### src/rtl/ps2_kbd_rx.sv
// PS/2 keyboard receiver for the Apple-1 terminal input side.
// Receives scan-code set 2 frames, tracks shift and make/break state, and maps
// keys to upper-case 7-bit ASCII. The result is exposed as the KBD data
// register (address 0) and the KBDCR status register (address 1).
//
// Ports:
//   clk25     - 25 MHz system clock
//   rst       - synchronous active-high reset
//   ps2_clk   - raw PS/2 clock (asynchronous)
//   ps2_din   - raw PS/2 data (asynchronous)
//   enable    - CPU clock-enable strobe
//   r_en      - CPU read strobe
//   address   - 0: KBD data, 1: KBDCR status
//   dout      - registered read data (1-cycle latency)
//   key_ready - unread key available (KBDCR bit 7)
module ps2_kbd_rx #(
  parameter int unsigned FILTER_LEN     = 8,
  parameter int unsigned TIMEOUT_CYCLES = 25000
) (
  input  logic       clk25,
  input  logic       rst,
  input  logic       ps2_clk,
  input  logic       ps2_din,
  input  logic       enable,
  input  logic       r_en,
  input  logic       address,
  output logic [7:0] dout,
  output logic       key_ready
);

  localparam int unsigned ToW = (TIMEOUT_CYCLES > 2) ? $clog2(TIMEOUT_CYCLES) : 1;
  localparam logic [ToW-1:0] ToMax = ToW'(TIMEOUT_CYCLES - 1);

  typedef enum logic [1:0] {StIdle, StData, StParity, StStop} state_e;

  logic [1:0]            clk_sync_q, clk_sync_d, din_sync_q, din_sync_d;
  logic [FILTER_LEN-1:0] hist_q, hist_d;
  logic                  filt_q, filt_d;
  logic                  fall, din_s;

  state_e                state_q, state_d;
  logic [2:0]            bit_cnt_q, bit_cnt_d;
  logic [7:0]            shreg_q, shreg_d;
  logic                  par_q, par_d;
  logic [ToW-1:0]        to_cnt_q, to_cnt_d;
  logic                  code_valid_q, code_valid_d;
  logic [7:0]            code_q, code_d;

  logic                  break_q, break_d, ext_q, ext_d, shift_q, shift_d;
  logic [6:0]            key_q, key_d;
  logic                  key_ready_q, key_ready_d;
  logic [7:0]            dout_q, dout_d;
  logic                  map_hit, load;
  logic [6:0]            map_char;

  // Synchroniser and glitch filter on the PS/2 clock.
  always_comb begin
    clk_sync_d = {clk_sync_q[0], ps2_clk};
    din_sync_d = {din_sync_q[0], ps2_din};
    hist_d     = {hist_q[FILTER_LEN-2:0], clk_sync_q[1]};
    filt_d     = filt_q;
    if (&hist_q) begin
      filt_d = 1'b1;
    end else if (hist_q == '0) begin
      filt_d = 1'b0;
    end
    fall  = filt_q & ~filt_d;
    din_s = din_sync_q[1];
  end

  // Frame FSM with mid-frame timeout.
  always_comb begin
    state_d      = state_q;
    bit_cnt_d    = bit_cnt_q;
    shreg_d      = shreg_q;
    par_d        = par_q;
    code_valid_d = 1'b0;
    code_d       = code_q;
    to_cnt_d     = (state_q == StIdle || fall) ? '0 : to_cnt_q + ToW'(1);

    unique case (state_q)
      StIdle: begin
        if (fall && !din_s) begin
          state_d   = StData;
          bit_cnt_d = 3'd0;
        end
      end
      StData: begin
        if (fall) begin
          shreg_d   = {din_s, shreg_q[7:1]};
          bit_cnt_d = bit_cnt_q + 3'd1;
          if (bit_cnt_q == 3'd7) state_d = StParity;
        end
      end
      StParity: begin
        if (fall) begin
          par_d   = din_s;
          state_d = StStop;
        end
      end
      StStop: begin
        if (fall) begin
          state_d = StIdle;
          if (din_s && (^{shreg_q, par_q})) begin
            code_valid_d = 1'b1;
            code_d       = shreg_q;
          end
        end
      end
      default: state_d = StIdle;
    endcase

    // A fall in the same cycle restarts the count instead of timing out.
    if (state_q != StIdle && !fall && to_cnt_q == ToMax) begin
      state_d  = StIdle;
      to_cnt_d = '0;
    end
  end

  // Scan code to ASCII; letters ignore shift.
  always_comb begin
    map_hit  = 1'b1;
    map_char = 7'h00;
    case (code_q)
      8'h1C: map_char = 7'h41;
      8'h32: map_char = 7'h42;
      8'h21: map_char = 7'h43;
      8'h23: map_char = 7'h44;
      8'h24: map_char = 7'h45;
      8'h2B: map_char = 7'h46;
      8'h34: map_char = 7'h47;
      8'h33: map_char = 7'h48;
      8'h43: map_char = 7'h49;
      8'h3B: map_char = 7'h4A;
      8'h42: map_char = 7'h4B;
      8'h4B: map_char = 7'h4C;
      8'h3A: map_char = 7'h4D;
      8'h31: map_char = 7'h4E;
      8'h44: map_char = 7'h4F;
      8'h4D: map_char = 7'h50;
      8'h15: map_char = 7'h51;
      8'h2D: map_char = 7'h52;
      8'h1B: map_char = 7'h53;
      8'h2C: map_char = 7'h54;
      8'h3C: map_char = 7'h55;
      8'h2A: map_char = 7'h56;
      8'h1D: map_char = 7'h57;
      8'h22: map_char = 7'h58;
      8'h35: map_char = 7'h59;
      8'h1A: map_char = 7'h5A;
      8'h45: map_char = shift_q ? 7'h29 : 7'h30;
      8'h16: map_char = shift_q ? 7'h21 : 7'h31;
      8'h1E: map_char = shift_q ? 7'h40 : 7'h32;
      8'h26: map_char = shift_q ? 7'h23 : 7'h33;
      8'h25: map_char = shift_q ? 7'h24 : 7'h34;
      8'h2E: map_char = shift_q ? 7'h25 : 7'h35;
      8'h36: map_char = shift_q ? 7'h5E : 7'h36;
      8'h3D: map_char = shift_q ? 7'h26 : 7'h37;
      8'h3E: map_char = shift_q ? 7'h2A : 7'h38;
      8'h46: map_char = shift_q ? 7'h28 : 7'h39;
      8'h41: map_char = shift_q ? 7'h3C : 7'h2C;
      8'h49: map_char = shift_q ? 7'h3E : 7'h2E;
      8'h4A: map_char = shift_q ? 7'h3F : 7'h2F;
      8'h4C: map_char = shift_q ? 7'h3A : 7'h3B;
      8'h52: map_char = shift_q ? 7'h22 : 7'h27;
      8'h4E: map_char = shift_q ? 7'h5F : 7'h2D;
      8'h55: map_char = shift_q ? 7'h2B : 7'h3D;
      8'h29: map_char = 7'h20;
      8'h5A: map_char = 7'h0D;
      8'h66: map_char = 7'h5F;
      8'h76: map_char = 7'h1B;
      default: map_hit = 1'b0;
    endcase
  end

  // Make/break/extended decoding, key register and CPU read port.
  always_comb begin
    break_d = break_q;
    ext_d   = ext_q;
    shift_d = shift_q;
    key_d   = key_q;
    load    = 1'b0;
    if (code_valid_q) begin
      if (code_q == 8'hF0) begin
        break_d = 1'b1;
      end else if (code_q == 8'hE0) begin
        ext_d = 1'b1;
      end else begin
        break_d = 1'b0;
        ext_d   = 1'b0;
        if (!ext_q) begin
          if (code_q == 8'h12 || code_q == 8'h59) begin
            shift_d = ~break_q;
          end else if (!break_q && map_hit) begin
            key_d = map_char;
            load  = 1'b1;
          end
        end
      end
    end
    // A key arriving with a clearing read wins, so the new key is not lost.
    key_ready_d = key_ready_q;
    if (load) begin
      key_ready_d = 1'b1;
    end else if (enable && r_en && !address) begin
      key_ready_d = 1'b0;
    end
    dout_d = address ? {key_ready_q, 7'b0} : {1'b1, key_q};
  end

  always_ff @(posedge clk25) begin
    if (rst) begin
      clk_sync_q   <= 2'b11;
      din_sync_q   <= 2'b11;
      hist_q       <= '1;
      filt_q       <= 1'b1;
      state_q      <= StIdle;
      bit_cnt_q    <= 3'd0;
      shreg_q      <= 8'h00;
      par_q        <= 1'b0;
      to_cnt_q     <= '0;
      code_valid_q <= 1'b0;
      code_q       <= 8'h00;
      break_q      <= 1'b0;
      ext_q        <= 1'b0;
      shift_q      <= 1'b0;
      key_q        <= 7'h00;
      key_ready_q  <= 1'b0;
      dout_q       <= 8'h00;
    end else begin
      clk_sync_q   <= clk_sync_d;
      din_sync_q   <= din_sync_d;
      hist_q       <= hist_d;
      filt_q       <= filt_d;
      state_q      <= state_d;
      bit_cnt_q    <= bit_cnt_d;
      shreg_q      <= shreg_d;
      par_q        <= par_d;
      to_cnt_q     <= to_cnt_d;
      code_valid_q <= code_valid_d;
      code_q       <= code_d;
      break_q      <= break_d;
      ext_q        <= ext_d;
      shift_q      <= shift_d;
      key_q        <= key_d;
      key_ready_q  <= key_ready_d;
      dout_q       <= dout_d;
    end
  end

  assign dout      = dout_q;
  assign key_ready = key_ready_q;

endmodule

### config.mk
export PLATFORM = sky130hd
export DESIGN_NAME = ps2_kbd_rx
export DESIGN_NICKNAME = d
export VERILOG_FILES = /design/src/rtl/ps2_kbd_rx.sv
export SDC_FILE = /design/constraint.sdc
export NUM_CORES = 1
export LEC_CHECK = 0
export CAP_MARGIN = 20
export CORE_ASPECT_RATIO = 0.75
export CORE_MARGIN = 5
export CORE_UTILIZATION = 45
export DETAILED_ROUTE_END_ITERATION = 10
export DONT_BUFFER_PORTS = 1
export PLACE_DENSITY = 0.6
export SYNTH_ARGS = -nofsm -noshare
export SYNTH_HDL_FRONTEND = slang
export SYNTH_SLANG_ARGS = --single-unit
### constraint.sdc
create_clock -name clk25 -period 2.4 [get_ports clk25]
set_clock_uncertainty 0.05 [all_clocks]
set_input_delay 0.12 -clock clk25 [delete_from_list [all_inputs] [get_ports clk25]]
set_output_delay 0.12 -clock clk25 [all_outputs]
set_load 0.1 [all_outputs]
==> results list, run 1 <==
- Run status: complete, no violations
- Remaining global-route overflow: 0
- Clock tree synthesis selected as its root buffer the cell sky130_fd_sc_hd__clkbuf_16.
- Number of buffers added by the clock tree synthesis step: 9
- The clock net in this run drives a total of 70 sinks.
* Final Wtd Congestion: 0.993
* Synthesized area divided by synthesized cell count: 8.49 µm²
- Initial standard-cell utilization of the core: 46.0%
- Number of rows created at floorplan: 30
* Yosys synthesis warning count: 0
- For the pin with the worst max-slew slack, the measured transition is roughly 0.95 ns.
- The H-tree was split into 3 levels.
- Maximum single-stage delay on the critical path: approximately 0.35 ns
- Counting flops with a built-in enable in the synthesized netlist gives 0.
- Dividing total power by cell area gives a power density of roughly 560 mW/mm².
- Total routing usage reported by global routing: 21.0%
- The min-delay analysis places its worst path in the category in2reg.
* Number of instances on the worst hold path: 2
- After detailed routing, the average wire length per cell comes to around 18 µm.
- Clock latency on the worst-skew pair: 0.33 ns
- In this run the horizontal extent of the chip is about 120 µm.
- Yosys attributes the largest share of cell area to sky130_fd_sc_hd__dfxtp_1 (34%), sky130_fd_sc_hd__nor2_1 (4.8%), sky130_fd_sc_hd__a21oi_1 (4.0%), sky130_fd_sc_hd__nand2_1 (4.0%), sky130_fd_sc_hd__mux2i_1 (3.4%).
- The number of pins exceeding their max-slew limit in the final report is 0.
- Counting buffers and inverters, the worst setup path is 9 cells deep.
- At the placement stage, the worst setup path has a slack of -0.109 ns.
- The first detailed-routing pass took 5 iterations.
- The placed instances occupy a cell area of 0.00456 mm².
- After synthesis, the largest area contributor takes up between 30% and 40% of total cell area.
- For this block, the initial DRC count from the detailed router was 378.
* Category of cells accounting for the largest share of critical-path delay: compound AO/OA/AOI/OAI gates
- P&R area growth vs syn: 22.1%
- The final hold violation count came to 0.
- Vert. Die Dim: slightly above 90 µm
- For this run, the post-layout net count is 554.
- Leading area contributor after synthesis: sky130_fd_sc_hd__dfxtp_1
- The initial antenna violation count came to 0.
- After synthesis the cells add up to 0.00414 mm².
* HPWL reported at the end of detailed placement: 8520 µm
- Via count of the first global-routing pass: roughly 3500
- By count the netlist is led by sky130_fd_sc_hd__dfxtp_1 (70), sky130_fd_sc_hd__nor2_1 (53), sky130_fd_sc_hd__nand2_1 (44).
- Full die area: 0.0112 mm²
* CP Max Fanout: 16
* Total routed wirelength: 11800 µm
- For the worst setup path, the data arrival time is 2.53 ns.
* Final Hold Slack: 0.0161 ns
- By startpoint and endpoint, the worst setup path is classified as reg2reg.
* Synth Instances: 488
- In the post-route analysis, the smallest setup slack over all paths is 0.0523 ns.
- The worst setup path is captured at a flop.
* Required arrival time at the worst endpoint: 2.58 ns
- Final routed DRC violation total: 0
- On the critical path, the stage with the largest delay is an instance of sky130_fd_sc_hd__o31a_1.
* Worst Reg2Reg Path Length in Cells: 9
- Traced cell by cell, the critical path runs through buf_4, buf_4, nand4b_1, nor2_1, nor3_2, o2111ai_2, o31a_1, buf_4, o221a_1.
* Cell with the most instances after synthesis: sky130_fd_sc_hd__dfxtp_1
* Top cell by count, worst path: sky130_fd_sc_hd__buf_4
* Rel. slew slack: 36.5%
- The number of antenna diodes in the final layout is 0.
- Proportion of synthesized chip area in sequential cells: 33.8%
* Layout cells sized above 1: 24.4%
* Largest net degree at the start of global routing: 42
- Leakage Power: 1.86 nW
* Global-route wire length before repair: 18600 µm
* CP bufs+invs: 3
- The worst-case IR drop observed on VDD is 0.000501 V.
- Once layout is done, the placed cells without fillers occupy 0.00506 mm².
- Setup violations remaining at the end of the flow were counted as 0.
- Overall power consumption after layout is estimated at 2.83 mW.
* Share of the cycle needed by the critical path after routing: 97.8%
- Clock period minus worst slack: 2.35 ns
* Max-capacitance violation count: 0
- Counting every net in the synthesized netlist gives around 500.
- Deepest clock path buffer count: 2
* Number of top-level pins: 16
* Number of vias per cell after detailed routing: 6.00
- Clock-pin slew was measured on the worst setup and hold paths at approximately 0.060 ns.
- Antenna-violating nets left: 0
* Highest achievable clock rate: 426 MHz
- Startpoint kind of the worst setup timing path: flop
- During placement, the flow inserted port buffers numbering 0.
- Counting flops with an async set or reset pin after synthesis yields a share of 0%.
- After synthesis the netlist holds a flip-flop and latch count of 70.
- Area of the placeable core: around 0.009 mm²
- Fill count: 808
- Most used flip-flop cell after synthesis: sky130_fd_sc_hd__dfxtp_1
- TritonCTS clock tree: built
- Yosys mapped the design onto 77 distinct sky130hd cell types.
* Total vias in the final route: 3939
-- worst register-to-register path: stages (launching register included) --
cell and delay (ns):
sky130_fd_sc_hd__dfxtp_2 0.34, sky130_fd_sc_hd__buf_4 0.16, sky130_fd_sc_hd__buf_4 0.19, sky130_fd_sc_hd__nand4b_1 0.22
sky130_fd_sc_hd__nor2_1 0.11, sky130_fd_sc_hd__nor3_2 0.21, sky130_fd_sc_hd__o2111ai_2 0.26, sky130_fd_sc_hd__o31a_1 0.35
sky130_fd_sc_hd__buf_4 0.15, sky130_fd_sc_hd__o221a_1 0.23
-- kinds of logic after synthesis --
logic type | after synthesis | share of synthesized area [%]
xor gates and xnor gates | 22 | 4.98
DFF | 70 | 33.8
and+or+nand+nor | 233 | 32.6
buffers and inverters | 46 | 6.43
adders and majority gates | 7 | 2.11
muxes | 14 | 3.38
AOI/OAI and AO/OA | 96 | 16.6
-- state kept, by name (all words and copies together) (netlist names), 2 cells and up --
name and flops:
clk_sync_q 2, shreg_q 8, dout 8, code_q 8, key_q 7, din_sync_q 2, state_q 2, to_cnt_q 15
hist_q 8, bit_cnt_q 3
-- final cells by class --
type                            count  area [µm²]  share of cell area, %
Clock inverter                      7         105                   2.08
Clock buffer                        9         225                   4.45
Multi-Input combinational cell    372        2520                   49.8
Timing Repair Buffer               75         609                   12.0
Tap cell                          112         140                   2.77
Inverter                           12        45.0                  0.890
Sequential cell                    70        1420                   28.0
-- cell usage in the layout, fill, tap and decap left out, drive strengths merged, types with 3 or more instances in the layout --
cell	n
a2111oi	5
a21oi	34
a22oi	4
a31oi	6
a32oi	3
and2	8
and3	10
buf	71
clkbuf	9
dfxtp	70
dlygate4sd3	4
ha	7
inv	14
mux2i	14
nand2	44
nand2b	6
nand3	22
nand4	5
nand4b	7
nand4bb	7
nor2	54
nor2b	7
nor3	14
nor3b	4
nor4	12
nor4b	4
nor4bb	4
o21a	3
o21ai	13
o22ai	3
or2	14
or3	3
or4b	3
xnor2	9
xor2	12
-- stage by stage --
| step | TNS (ns) | std cells | utilization (%) |
|---|---|---|---|
| after CTS | 0 | 652 | 55.1 |
| after global routing | -0.104 | 657 | 56.2 |
| after floorplan | 0 | 488 | - |
| final | 0 | 657 | 56.2 |
| after global placement | -0.246 | 631 | 50.6 |
| after detailed placement | -0.302 | 631 | 50.6 |
-- path summary, 6_finish.rpt --
kind	from	end	slack (ns)
setup / recovery	code_q[2]$_SDFFE_PP0P_	key_q[3]$_SDFFE_PP0P_	0.05
setup reg to reg	code_q[2]$_SDFFE_PP0P_	key_q[3]$_SDFFE_PP0P_	0.05
hold / removal	rst	shreg_q[7]$_SDFFE_PP0P_	0.02
hold reg to reg	din_sync_q[0]$_SDFF_PP1_	din_sync_q[1]$_SDFF_PP1_	0.36
-- power by group --
part	internal, mW	leakage, nW	switching, mW	total (mW)
registers	1.18	0.570	0.0198	1.19
clock network	0.925	0.159	0.540	1.47
logic	0.0631	1.13	0.109	0.172
-- routing by layer --
metal  global-route usage (%)  up-vias  share of wire, %
met5                        0        -                 0
li1                         -     1870                 -
met3                     6.95       15                10
met4                     4.43        0               1.2
met1                     31.1     1868                48
met2                     29.2      186                40
-- what timing repair did --
item	4_1_cts	5_1_grt
gates resized for setup	6	16
endpoints found under the setup margin	8	8
cloned	0	0
pin swaps	0	5
hold endpoints to repair	42	0
hold buffers	5	0
setup buffers	0	5
(Power assumes the default switching activity.)
==> run 2, diff against run 1 <==
--- a/config.mk
+++ b/config.mk
@@ -8,5 +8,5 @@
 export CAP_MARGIN = 20
 export CORE_ASPECT_RATIO = 0.75
-export CORE_MARGIN = 5
+export CORE_MARGIN = 2
 export CORE_UTILIZATION = 45
 export DETAILED_ROUTE_END_ITERATION = 10
--- a/constraint.sdc
+++ b/constraint.sdc
@@ -3,3 +3,3 @@
 set_input_delay 0.12 -clock clk25 [delete_from_list [all_inputs] [get_ports clk25]]
 set_output_delay 0.12 -clock clk25 [all_outputs]
-set_load 0.1 [all_outputs]
+set_load 0.005 [all_outputs]
==> run 2 against run 1 <==
  * Final cell count down 0.76%
  * Sequential power about the same
  * Clock power down 10%
  * Clock-buffer cell count up 1
  * Utilization down 0.31 points
  * Worst setup slack better by 0.019 ns
  * Register-to-register slack better by 0.02 ns
==> results list, run 2 (same netlist as run 1, synthesis figures left out) <==
* Worst-Margin Slew: 0.608 ns
- Rel. slew slack: 59.1%
- HP Start: rst
- Number of vias per cell after detailed routing: 5.87
- The first global-routing pass estimated about 18000 µm of wire.
- For the finished layout, the period the worst path requires is ~2.3 ns.
* Crit. End Element: flop
* Arr. time, crit path: ~2.5 ns
- Startpoint kind of the worst setup timing path: flop
- Class of the tightest hold or removal check: in2reg
* TritonCTS clock tree: built
- Endpoint, Worst Hold: dout[0]$_SDFF_PP0_
- Launch instance of the worst register-to-register path: code_q[3]$_SDFFE_PP0P_
- The final hold violation count is 0.
- The count of cells in the finished layout, fillers not included, comes to 652.
- Final Wtd Congestion: about 0.99
- Global routing consumed, over all layers together, about a quarter of the routing resources.
- For the worst-skew pair, the clock arrives at the later sink with an insertion delay of 0.33 ns.
- Cell-by-cell listing of the critical path: buf_6, and4b_2, a222oi_1, buf_4, o311a_4, o311ai_1, nor4_1, a2111oi_2
- Largest net degree at the start of global routing: 41
* Area of the placeable core: 0.00901 mm²
- Clk sinks: 70
- Top register by number of flip-flops: to_cnt_q
- Library cell contributing the largest single delay on the critical path: sky130_fd_sc_hd__nor4_1
- Via count of the first global-routing pass: 3607
- The clock tree synthesis step divided the H-tree into 3 levels.
* Setup Crit Path Kind: reg2reg
- The top cell types in the final layout, fill and taps aside, are sky130_fd_sc_hd__dfxtp_1 (62), sky130_fd_sc_hd__buf_4 (62), sky130_fd_sc_hd__nor2_1 (53).
- The worst register-to-register path ends at key_q[2]$_SDFFE_PP0P_.
- Routed length per placed instance: 17.2 µm
- Setup repair after global routing could not meet its margin everywhere.
- Number of top-level pins: 16
- HPWL reported at the end of detailed placement: between 8000 and 9000 µm
- Before antenna repair, the detailed router went through 5 iterations.
* Antenna-violating nets left: 0
* Flop2flop setup slack: 0.07 ns
- From synthesis to final layout, the design area changed by 21.5%.
- Final count of pins violating max slew: 0
- Maximum vdd drop: 0.000478 V
- The routed layout has 3828 vias.
- In this run the power density over the cells is 532 mW/mm².
- Antenna Cells: 0
- Deepest clock path buffer count: 2
- Total routed wirelength: around 11000 µm
* Remaining global-route overflow: 0
* Number of flip-flops in the largest register: 15
- Number of buffers inserted by port buffering: 0
* Cell total after placement: 627
* Initial standard-cell utilization of the core: 46.0%
* Layout cells sized above 1: 23.7%
- Overall die width: approximately 110 µm
- CTS Root Cell: sky130_fd_sc_hd__clkbuf_16
* Share of the cycle needed by the critical path after routing: between 90% and 100%
* Full die area: 0.0100 mm²
- STA puts the critical path data required time at 2.55 ns.
- Along the worst path, the maximum fanout reaches 7.
- For this run, the slowest stage of the critical path takes 0.47 ns.
- Across the run, the number of max-cap violations was 0.
- The initial antenna violation count came to 0.
- Measured on the finished design, the core utilization comes to 55.9%.
- Number of rows created at floorplan: 30
* Number of buffers added by the clock tree synthesis step: 9
* Nets: 549
* Final setup viols: 0
- For this block, the initial DRC count from the detailed router was about 270.
- Vert. Die Dim: 87.1 µm
- Counting cells, the worst reg-to-reg path comes to 8.
- After routing, the total negative slack on setup checks comes to 0 ns.
- Run status: complete, no violations
- In the routed design, unresolved DRC markers number 0.
- Highest achievable clock rate: 429 MHz
- Clock-pin slew was measured on the worst setup and hold paths at 0.06 ns.
* Leakage Power: 1.84 nW
- Number of instances on the worst hold path: 2
[run 2: cell types whose count changed in the layout (fill, tap and decap cells not counted), sizes merged]
cell / change
bufinv: -1
clkbuf: +1
buf: -4
clkinvlp: -1
clkinv: +2
inv: -1
dlygate4sd3: -1
[run 2: what timing repair did]
item / CTS / global route
buffers inserted: 0 / 5
setup endpoints to repair: 4 / 8
hold buffers: 4 / 0
gates resized for setup: 1 / 22
pin swaps: 0 / 3
endpoints found under the hold margin: 41 / 0
[run 2: area by class of cell]
type                            instances  area [µm²]
Clock buffer                           10         229
Fill cell                             791        3980
Tap cell                              112         140
Timing Repair Buffer                   70         578
Inverter                               12        45.0
Sequential cell                        70        1420
Multi-Input combinational cell        372        2550
Clock inverter                          6        70.1
[run 2: worst max-delay path, delay by kind of cell, from the launching register on]
kind,cells,cell delay (ns)
compound gates,4,0.77
flops,1,0.36
buf+inv,2,0.32
simple gates,2,0.69
[run 2: worst max-delay path by stage]
stage	from	end	slack [ns]	cells after the start
finish	code_q[3]$_SDFFE_PP0P_	key_q[2]$_SDFFE_PP0P_	0.07	8
global route	code_q[3]$_SDFFE_PP0P_	key_q[2]$_SDFFE_PP0P_	-0.01	8
CTS	code_q[6]$_SDFFE_PP0P_	key_q[2]$_SDFFE_PP0P_	0.006	7
detailed placement	code_q[7]$_SDFFE_PP0P_	key_q[2]$_SDFFE_PP0P_	-0.02	7
global placement	code_q[3]$_SDFFE_PP0P_	key_q[1]$_SDFFE_PP0P_	-0.09	8
floorplan	code_q[7]$_SDFFE_PP0P_	key_q[5]$_SDFFE_PP0P_	0.28	7
[run 2: per-stage QoR]
step / setup WS (ns) / cell area (µm²) / hold slack (ns) / total power, mW
floorplan: 0.283 / 4140 / 0.147 / 1.34
global placement: -0.0875 / 4540 / 0.143 / 1.37
detailed placement: -0.0207 / 4540 / 0.146 / 1.37
CTS: 0.00580 / 4890 / 0.00106 / 2.71
global route: -0.0134 / 5030 / 0.0169 / 2.78
finish: 0.0712 / 5030 / 0.00860 / 2.68
[run 2: metal layers]
layer | track usage (%) | wire length (µm) | vias up
li1 | - | - | 1861
met1 | 34.9 | 5570 | 1792
met2 | 32.8 | 4460 | 153
met3 | 6.12 | 996 | 22
met4 | 7.23 | 182 | 0
met5 | 0 | 0 | -
[run 2: power by group]
part | internal [mW] | switching (mW)
Sequential | 1.18 | 0.0130
Clock | 0.813 | 0.504
Combinational | 0.0630 | 0.108
==> run 3, diff against run 2 <==
Settings changed: CORE_UTILIZATION 45 to 55, PLACE_DENSITY 0.6 to 0.7.
==> run 3 against run 2 <==
  * Utilization grew 13 points
  * Die area shrank 17%
  * Final area rose by 1.0%
  * Critical path depth down 1
  * Worst setup slack worse by 0.043 ns
  * Global-route usage grew 7.3 points
  * Hold slack improved by 0.11 ns
  * Wire length up 8.9%
  * Total power down 4.3%
  * Clock-buffer cell count shrank 1
  * Largest cell class unchanged
==> results list, run 3 (same netlist as run 1, synthesis figures left out) <==
* Run status: complete, no violations
* Final setup viols: 0
- The register with the most flip-flops in the layout has 15 of them.
- In this run the tool buffered the top-level ports with 0 buffer cells.
- The library cell used most frequently in the layout, excluding fill and tap cells, is sky130_fd_sc_hd__buf_4.
- The post-route netlist has a little over a quarter of its cells at a drive strength greater than 1.
- Max-capacitance violation count: 0
* Clock period minus worst slack: 2.37 ns
- Setup repair after global routing could not meet its margin everywhere.
- Arr. time, crit path: 2.58 ns
* Antenna-violating nets left: 0
- After clock tree synthesis, the clock-pin slew on the worst setup and hold paths is 0.08 ns.
- After detailed placement, the design holds a cell count of 620.
- Violation count after the first detailed-route iteration: 324
* CTS Root Cell: sky130_fd_sc_hd__clkbuf_8
- For this block, the via count after detailed routing is between 3000 and 4000.
* Number of instances on the worst hold path: 2
- For the worst-skew pair, the clock arrives at the later sink with an insertion delay of 0.36 ns.
- The final layout contains routed wiring with a total length of 12200 µm.
- Ranked by flip-flop count, first place goes to to_cnt_q.
- Initial standard-cell utilization of the core: between 50 and 60%
- 16 I/O pins were placed.
- In the routed design, unresolved DRC markers number 0.
- Vert. Die Dim: slightly below 80 µm
* Number of optimization iterations in the first detailed-route pass: 5
* PD cells: 504 mW/mm²
- Total routing usage reported by global routing: between 30% and 40%
- The critical path is of the reg2reg type.
- Final Wtd Congestion: 1.02
- Crit. End Element: flop
* Rel. slew slack: 63.9%
* Full die area: 0.00825 mm²
- Total negative slack: 0 ns
* CP Max Fanout: 7
- Global-route wire length before repair: 19700 µm
- Fill count: 594
- Overall die width: 104 µm
- The worst setup path is launched from a flop.
* Fin. Hold Viols: 0
- Final count of pins violating max slew: 0
- Worst Reg2Reg Path Length in Cells: 7
- Nets: 555
- Most used cells in the layout excluding fill and tap cells: sky130_fd_sc_hd__buf_4 (64), sky130_fd_sc_hd__dfxtp_1 (62), sky130_fd_sc_hd__nor2_1 (52)
- Dividing the detail-routed via count by the number of cells gives about 6.
- Remaining global-route overflow: 0
- Deepest clock path buffer count: 2
- The area growth from synthesis to layout is 22.7%.
- Leakage Power: 1.84 nW
- The finished layout holds 647 standard cells, fillers aside.
- Largest net degree at the start of global routing: 42
- VDD sags by at most 0.000429 V.
* Depth of the CTS H-tree: 3
- After routing the design area is 0.00508 mm².
- The initial antenna violation count was 0.
- Worst-Margin Slew: 0.534 ns
- In this run the standard cell core region covers 0.00733 mm².
- HPWL reported at the end of detailed placement: 8570 µm
- Once placement finished, the instance area stood at about 0.0046 mm².
* Antenna Cells: 0
* Number of rows created at floorplan: 27
* Number of buffers added by the clock tree synthesis step: 9
* Required arrival time at the worst endpoint: 2.61 ns
* Highest achievable clock rate: 422 MHz
- In the final routed layout, each cell accounts on average for 18.9 µm.
- Share of the cycle needed by the critical path after routing: a little over nine tenths
- Via count of the first global-routing pass: 3820
* TritonCTS clock tree: built
- Clk sinks: 70
* Class of the tightest hold or removal check: in2reg
run 3: cell type report:
| cell class | count | area (µm²) | share of cell area [%] |
|---|---|---|---|
| Clock inverter | 7 | 128 | 2.51 |
| Multi-Input combinational cell | 372 | 2610 | 51.4 |
| Sequential cell | 70 | 1420 | 28.0 |
| Timing Repair Buffer | 76 | 628 | 12.4 |
| Inverter | 12 | 45.0 | 0.886 |
| Clock buffer | 9 | 124 | 2.44 |
| Tap cell | 101 | 126 | 2.49 |
run 3: through the flow:
step / utilization, % / worst slack (ns) / hold WS, ns / power (mW)
4_1_cts: 67.1 / 0.00611 / 0.0619 / 2.59
6_report: 69.3 / 0.0285 / 0.122 / 2.56
3_3_place_gp: 62.2 / -0.0674 / 0.144 / 1.36
2_1_floorplan: - / 0.283 / 0.147 / 1.34
3_5_place_dp: 62.2 / -0.0596 / 0.144 / 1.37
5_1_grt: 69.3 / -0.0320 / 0.124 / 2.65
run 3: repair_timing:
action / CTS / global route
hold endpoints to repair: 48 / 0
hold buffers: 7 / 0
setup endpoints to repair: 8 / 9
gates resized for setup: 7 / 34
buffers inserted: 0 / 4
pin swaps: 1 / 8
run 3: worst paths after layout:
| check | slack (ns) | endpoint | from |
|---|---|---|---|
| worst max-delay path | 0.03 | key_q[2]$_SDFFE_PP0P_ | code_q[1]$_SDFFE_PP0P_ |
| worst min-delay path | 0.12 | filt_q$_SDFF_PP1_ | rst |
| worst max register to register | 0.03 | key_q[2]$_SDFFE_PP0P_ | code_q[1]$_SDFFE_PP0P_ |
| worst min register to register | 0.37 | clk_sync_q[1]$_SDFF_PP1_ | clk_sync_q[0]$_SDFF_PP1_ |
run 3: report_power, final:
group	internal, mW	leakage [nW]	switching (mW)
Combinational	0.0662	1.15	0.111
Clock	0.708	0.127	0.490
Sequential	1.17	0.571	0.0150
Total	1.95	1.84	0.616
run 3: metal layers:
layer	vias up	track usage, %	share of wire [%]
met5	-	0	0
met4	0	8.11	1.6
met3	28	8.70	8.8
met2	167	47.7	44
met1	1901	42.1	45
li1	1881	-	-
run 3: critical path, stage by stage (launching register included):
cell	delay, ns
sky130_fd_sc_hd__dfxtp_4	0.39
sky130_fd_sc_hd__and4b_2	0.27
sky130_fd_sc_hd__a222oi_1	0.35
sky130_fd_sc_hd__buf_4	0.19
sky130_fd_sc_hd__o311a_4	0.20
sky130_fd_sc_hd__nand3_4	0.10
sky130_fd_sc_hd__o31a_1	0.34
sky130_fd_sc_hd__a2111oi_2	0.38
